===== src/rtl/tbird_pkg.sv =====
`default_nettype none
// ============================================================================
//  Module      : tbird_pkg
//  Description : Shared types and constants for the tail-light sequencer:
//                sequencer state encoding and fill/chase pattern selectors.
//  Revision    : 1.0 - initial release
// ============================================================================
package tbird_pkg;

    // Sequencer states, explicitly 2 bits wide
    typedef enum logic [1:0] {
        IDLE   = 2'd0,
        LEFT   = 2'd1,
        RIGHT  = 2'd2,
        HAZARD = 2'd3
    } tbird_state_t;

    // Pattern selectors for the SEQ_MODE parameter
    localparam int SEQ_FILL  = 0;
    localparam int SEQ_CHASE = 1;

endpackage
`default_nettype wire


===== src/rtl/tbird_side_pattern.sv =====
`default_nettype none
// ============================================================================
//  Module      : tbird_side_pattern
//  Description : Combinational step-to-lamp decoder for one side. Fill mode
//                lights the lowest `step` lamps; chase mode lights only lamp
//                step-1. Step 0 gives all lamps off in both modes.
//  Revision    : 1.0 - initial release
// ============================================================================
module tbird_side_pattern
    import tbird_pkg::*;
#(
    parameter int LIGHTS_PER_SIDE = 3,
    parameter int SEQ_MODE        = SEQ_FILL
) (
    input  logic [$clog2(LIGHTS_PER_SIDE+1)-1:0] i_step,
    output logic [LIGHTS_PER_SIDE-1:0]           o_pattern
);

    localparam int STEP_W = $clog2(LIGHTS_PER_SIDE + 1);

    if (SEQ_MODE == SEQ_CHASE) begin : g_chase
        // A single lamp walks outward: lamp i is lit only at step i+1
        for (genvar i = 0; i < LIGHTS_PER_SIDE; i++) begin : g_bit
            assign o_pattern[i] = (i_step == STEP_W'(i + 1));
        end
    end else begin : g_fill
        // Lamps accumulate outward: lamp i is lit once step exceeds i
        for (genvar i = 0; i < LIGHTS_PER_SIDE; i++) begin : g_bit
            assign o_pattern[i] = (i_step > STEP_W'(i));
        end
    end

endmodule
`default_nettype wire


===== src/rtl/tbird_sequencer.sv =====
`default_nettype none
// ============================================================================
//  Module      : tbird_sequencer
//  Description : Parametrised tail-light sequencer. Steps left/right turn
//                sequences and hazard flashing on an enable tick; lamp
//                outputs are registered. Optional brake overlay is built
//                when the macro TBIRD_BRAKE_EN is defined.
//  Revision    : 1.0 - initial release
// ============================================================================
module tbird_sequencer
    import tbird_pkg::*;
#(
    parameter int LIGHTS_PER_SIDE = 3,
    parameter int SEQ_MODE        = SEQ_FILL
) (
    input  logic                       clock,
    input  logic                       reset,
    input  logic                       enable,
    input  logic                       left_req,
    input  logic                       right_req,
    input  logic                       hazard_req,
`ifdef TBIRD_BRAKE_EN
    input  logic                       brake,
`endif
    output logic [LIGHTS_PER_SIDE-1:0] lights_left,
    output logic [LIGHTS_PER_SIDE-1:0] lights_right
);

    localparam int                         STEP_W    = $clog2(LIGHTS_PER_SIDE + 1);
    localparam logic [STEP_W-1:0]          STEP_ONE  = STEP_W'(1);
    localparam logic [STEP_W-1:0]          STEP_LAST = STEP_W'(LIGHTS_PER_SIDE);
    localparam logic [LIGHTS_PER_SIDE-1:0] ALL_ON    = '1;

    tbird_state_t                r_state;
    tbird_state_t                w_state_nxt;
    logic [STEP_W-1:0]           r_step;
    logic [STEP_W-1:0]           w_step_nxt;
    logic                        w_haz_req;
    logic [LIGHTS_PER_SIDE-1:0]  w_pattern;
    logic [LIGHTS_PER_SIDE-1:0]  w_left_nxt;
    logic [LIGHTS_PER_SIDE-1:0]  w_right_nxt;

    // Both turn buttons together count as a hazard request
    assign w_haz_req = hazard_req | (left_req & right_req);

    // One shared decoder; its pattern is steered onto the active side.
    // In HAZARD, step only carries the on/off phase (1 = on, 0 = off).
    tbird_side_pattern #(
        .LIGHTS_PER_SIDE (LIGHTS_PER_SIDE),
        .SEQ_MODE        (SEQ_MODE)
    ) u_pattern (
        .i_step    (w_step_nxt),
        .o_pattern (w_pattern)
    );

    // State and step register
    always_ff @(posedge clock or posedge reset) begin
        if (reset) begin
            r_state <= IDLE;
            r_step  <= '0;
        end else begin
            r_state <= w_state_nxt;
            r_step  <= w_step_nxt;
        end
    end

    // Next-state and next-step decision, evaluated only on enable ticks
    always_comb begin
        w_state_nxt = r_state;
        w_step_nxt  = r_step;
        if (enable) begin
            if (w_haz_req) begin
                // Hazard pre-empts everything; entry phase is all-on
                w_state_nxt = HAZARD;
                w_step_nxt  = (r_state == HAZARD && r_step != '0) ? '0 : STEP_ONE;
            end else begin
                case (r_state)
                    IDLE: begin
                        if (left_req) begin
                            w_state_nxt = LEFT;
                            w_step_nxt  = STEP_ONE;
                        end else if (right_req) begin
                            w_state_nxt = RIGHT;
                            w_step_nxt  = STEP_ONE;
                        end
                    end
                    LEFT: begin
                        if (right_req) begin
                            w_state_nxt = RIGHT;
                            w_step_nxt  = STEP_ONE;
                        end else if (r_step == '0) begin
                            // End of the off phase: restart if still held
                            w_state_nxt = left_req ? LEFT : IDLE;
                            w_step_nxt  = left_req ? STEP_ONE : '0;
                        end else if (r_step == STEP_LAST) begin
                            w_step_nxt = '0;
                        end else begin
                            w_step_nxt = r_step + STEP_ONE;
                        end
                    end
                    RIGHT: begin
                        if (left_req) begin
                            w_state_nxt = LEFT;
                            w_step_nxt  = STEP_ONE;
                        end else if (r_step == '0) begin
                            w_state_nxt = right_req ? RIGHT : IDLE;
                            w_step_nxt  = right_req ? STEP_ONE : '0;
                        end else if (r_step == STEP_LAST) begin
                            w_step_nxt = '0;
                        end else begin
                            w_step_nxt = r_step + STEP_ONE;
                        end
                    end
                    HAZARD: begin
                        // Request dropped: one all-off tick back to IDLE
                        w_state_nxt = IDLE;
                        w_step_nxt  = '0;
                    end
                    default: begin
                        w_state_nxt = IDLE;
                        w_step_nxt  = '0;
                    end
                endcase
            end
        end
    end

    // Lamp values for the next clock, from the upcoming state/step
    always_comb begin
        w_left_nxt  = '0;
        w_right_nxt = '0;
        case (w_state_nxt)
            LEFT:    w_left_nxt  = w_pattern;
            RIGHT:   w_right_nxt = w_pattern;
            HAZARD: begin
                if (w_step_nxt != '0) begin
                    w_left_nxt  = ALL_ON;
                    w_right_nxt = ALL_ON;
                end
            end
            default: begin
                w_left_nxt  = '0;
                w_right_nxt = '0;
            end
        endcase
`ifdef TBIRD_BRAKE_EN
        // Brake lights every side not busy signalling; hazard is left alone
        if (brake) begin
            case (w_state_nxt)
                IDLE: begin
                    w_left_nxt  = ALL_ON;
                    w_right_nxt = ALL_ON;
                end
                LEFT:    w_right_nxt = ALL_ON;
                RIGHT:   w_left_nxt  = ALL_ON;
                default: begin
                end
            endcase
        end
`endif
    end

    // Registered lamp outputs, updated every clock so brake acts untied from enable
    always_ff @(posedge clock or posedge reset) begin
        if (reset) begin
            lights_left  <= '0;
            lights_right <= '0;
        end else begin
            lights_left  <= w_left_nxt;
            lights_right <= w_right_nxt;
        end
    end

endmodule
`default_nettype wire

===== config.mk =====
export PLATFORM = sky130hd
export DESIGN_NAME = tbird_sequencer
export DESIGN_NICKNAME = d
export VERILOG_FILES = /design/src/rtl/tbird_pkg.sv /design/src/rtl/tbird_side_pattern.sv /design/src/rtl/tbird_sequencer.sv
export SDC_FILE = /design/constraint.sdc
export NUM_CORES = 1
export LEC_CHECK = 0
export ABC_AREA = 1
export CORE_AREA = 3 3 40 42
export CTS_BUF_LIST = sky130_fd_sc_hd__clkbuf_8 sky130_fd_sc_hd__clkbuf_16
export CTS_CLUSTER_SIZE = 25
export DETAILED_ROUTE_END_ITERATION = 10
export DIE_AREA = 0 0 43 45
export PLACE_DENSITY_LB_ADDON = 0.1
export SLEW_MARGIN = 20
export SYNTH_ARGS = -nofsm -noshare
export SYNTH_HDL_FRONTEND = slang
export SYNTH_SLANG_ARGS = --single-unit

===== constraint.sdc =====
create_clock -name clock -period 4 [get_ports clock]
set_input_delay 0.6 -clock clock [delete_from_list [all_inputs] [get_ports clock]]
set_output_delay 0.6 -clock clock [all_outputs]
set_load 0.005 [all_outputs]

==> impl_results.md <==
- Outcome: complete, no violations
- Total wire length: 1248 um
- Core area: 1285 um2
- Worst VDD drop: 0.2762 mV
- Compound-cell area share of the yosys netlist: 0.08471
- GRT Total Usage: 0.1584
- Adder-cell share of the synthesized area: 0.03683
- # resized after CTS: 0
- Count of final hold-check violations: 0
- Final core occ: 0.6524
- Max Clk Rate: around 550 MHz
- Vias per cell: 4.762
- Layout area overhead: 23.39%
- Fillers: 118
- Layout net count: 117
- Syn avg cell area: 7.228 um2
- Mux contribution to synthesized area: 0
- Fin crit share: 0.4568
- RSZ-0062 raised after global routing: no
- Multi-input gate area: 357.8 um2
- Clock slew at reported path FFs: 40 ps
- Postcts setup bufs: 0
- Min-Delay Path Class: reg2reg
- Synth Area in XOR/XNOR: 0
- Final Power: 0.3393 mW
- Power density cells: around 400 nW/um2
- Initial antenna violation count: 0
- Clock Skew: 0.5192 ps
- Die height: 45 um
- H-Tree Depth: 1
- Area occupied by registers: 250.2 um2
- First-pass GRT wire length: between 2000 and 2500 um
- Worst R2R Start: r_step[1]$_DFF_PP0_
- Syn Nets: 102
- Die width: 43 um
- Cell variety after synth: 20
- Worst Setup End Kind: flip-flop
- Worst-path fanout max: 8
- ANT cells: 0
- # hold bufs at CTS: 0
- Hold_sp: r_step[0]$_DFF_PP0_
- Synthesis Warnings: 0
- Final ANT Viol Nets: 0
- Routability cong.: 0.8547
- Initial drt markers: 12
- Worst-margin pin slew: 367.4 ps
- Largest net degree at the start of global routing: 11
- Simple-Gate Fraction of Synth Area: 0.4052
- # setup viols final: 0
- Total number of vias: 581
- Crit path required time: around 4100 ps
- MaxCap Viol Count: 0
- CTS buffer count: 3
- I/O pin count: 12
- CP Class: in2reg
- Fin cells: 122
- Root Buffer: clkbuf_8
- Post-Place Cell Area: 797.0 um2
- Share of post-route cells with drive strength above 1: 0.1963
- Total negative slack: 0 ps
- CTS tree: built
- Post-Synthesis Cell Area: 679.4 um2
- Row count: 13
- Leak: between 0.4 and 0.5 nW
- Drt pass-1 iters: 4
- Placed insts: 119
- WHS Path Cells: 2
- Die ar.: 1935 um2
- FF-to-FF path depth: 10
- CP startpoint kind: input pin
- Seq/Total Area, Yosys: 0.3683
- FF-to-FF End: lights_right[2]$_DFF_PP0_
- Main combinational cell family by area after synthesis: simple AND/OR/NAND/NOR gates
- Grt ovf: 0
- Hold Crit Endpoint: r_step[0]$_DFF_PP0_
- Max clock buf depth: 2
- Worst skew pair latency: 230 ps
- Dpl hpwl: 1054 um
- Finished Cell Area: 838.3 um2
- Clk sinks: 10
- Max-slew violation count: 0
- Port bufs: 11
- Cells after Synth: 94
- Min cycle time layout: 1827 ps
- Number of remaining DRC errors: 0
- FF-to-FF setup slack: ~2400 ps
- Crit path DAT: 1940 ps
- Register bit total from synthesis: 10
- Initial Utilization: 0.5287
- Drt wl/cell: 10.23 um
- Max-slew headroom: 0.7548
- Vias in the first global route: about 560
## layer usage
metal | share of wire | up-vias | global-route usage | wire (um)
li1 | - | 310 | - | -
met1 | 0.48 | 256 | 0.1995 | 594
met2 | 0.46 | 12 | 0.2605 | 573
met3 | 0.050 | 3 | 0.04781 | 63
met4 | 0.013 | 0 | 0.05422 | 16
met5 | 0 | - | 0 | 0
## critical path, cell delays in order
cell and delay [ps]:
clkdlybuf4s50_1 560, nor2_2 180, nand2_1 60, nand2_1 60, nand2_1 60, o21ai_2 140
nand3_1 120, nand2_2 100, nand2_1 60
## worst max-delay path by stage
stage,startpoint,endpoint,depth (start not counted)
after floorplan,left_req,lights_left[1]$_DFF_PP0_,9
after detailed placement,left_req,lights_right[2]$_DFF_PP0_,9
after global routing,left_req,lights_left[2]$_DFF_PP0_,8
after global placement,left_req,lights_left[2]$_DFF_PP0_,8
final,left_req,lights_right[2]$_DFF_PP0_,9
after CTS,left_req,lights_right[2]$_DFF_PP0_,9
## cell families (layout without fill, tap and decap cells)
| kind of cell | Yosys count | after routing |
|---|---|---|
| AO/OA/AOI/OAI | 8 | 8 |
| adder cells (fa/ha/maj) | 2 | 2 |
| buffers and inverters | 17 | 30 |
| flip-flops | 10 | 10 |
| AND/OR/NAND/NOR | 57 | 57 |
## cells in the mapped netlist
library cell  number  area (um2)
nand2_1           29       108.9
inv_1             13       48.80
nor2_1            12       45.04
dfrtp_1           10       250.2
nand2_2            5       31.28
nand3_1            4       20.02
inv_2              3       11.26
a21oi_1            2       10.01
a21oi_2            2       17.52
ha_1               2       25.02
nor2_2             2       12.51
o21ai_2            2       17.52
buf_6              1       11.26
nand2_4            1       11.26
nand3_2            1       10.01
nand3_4            1       17.52
nand3b_1           1       7.510
nor2_4             1       11.26
o21ai_0            1       5.000
o21bai_1           1       7.510
## cell type report
cell class	instances	share of cell area
inverter	16	0.07164
tap	15	0.02239
multi-input combinational	67	0.4269
timing repair buffer	11	0.1313
clock buffer	3	0.04925
sequential	10	0.2985
## metrics by stage
stage	hold slack, ps	worst slack, ps
finish	550.6	2173
CTS	552.5	2174
floorplan	440.2	2540
detailed placement	540.1	1924
global placement	546.8	1966
global route	601.7	2004
## state kept, by name (all words and copies together) (netlist names)
signal,flops
lights_right,3
lights_left,3
r_state,2
r_step,2
## placed cells by master (no fill, tap or decap), types with 2 or more instances in the layout
cell,Yosys,final
nor2_2,2,2
nand3_1,4,4
dfrtp_1,10,10
ha_1,2,2
inv_2,3,3
o21ai_2,2,2
a21oi_1,2,2
inv_1,13,13
clkdlybuf4s50_1,0,11
nand2_1,29,29
a21oi_2,2,2
nand2_2,5,5
nor2_1,12,12
clkbuf_8,0,3
## report_power, final
part / leakage [nW] / switching, mW / internal [mW]
Clock: 0.0216 / 0.0356 / 0.0656
Combinational: 0.293 / 0.0606 / 0.0507
Sequential: 0.122 / 0.00767 / 0.119
Total: 0.436 / 0.104 / 0.235
(Power assumes the default switching activity.)
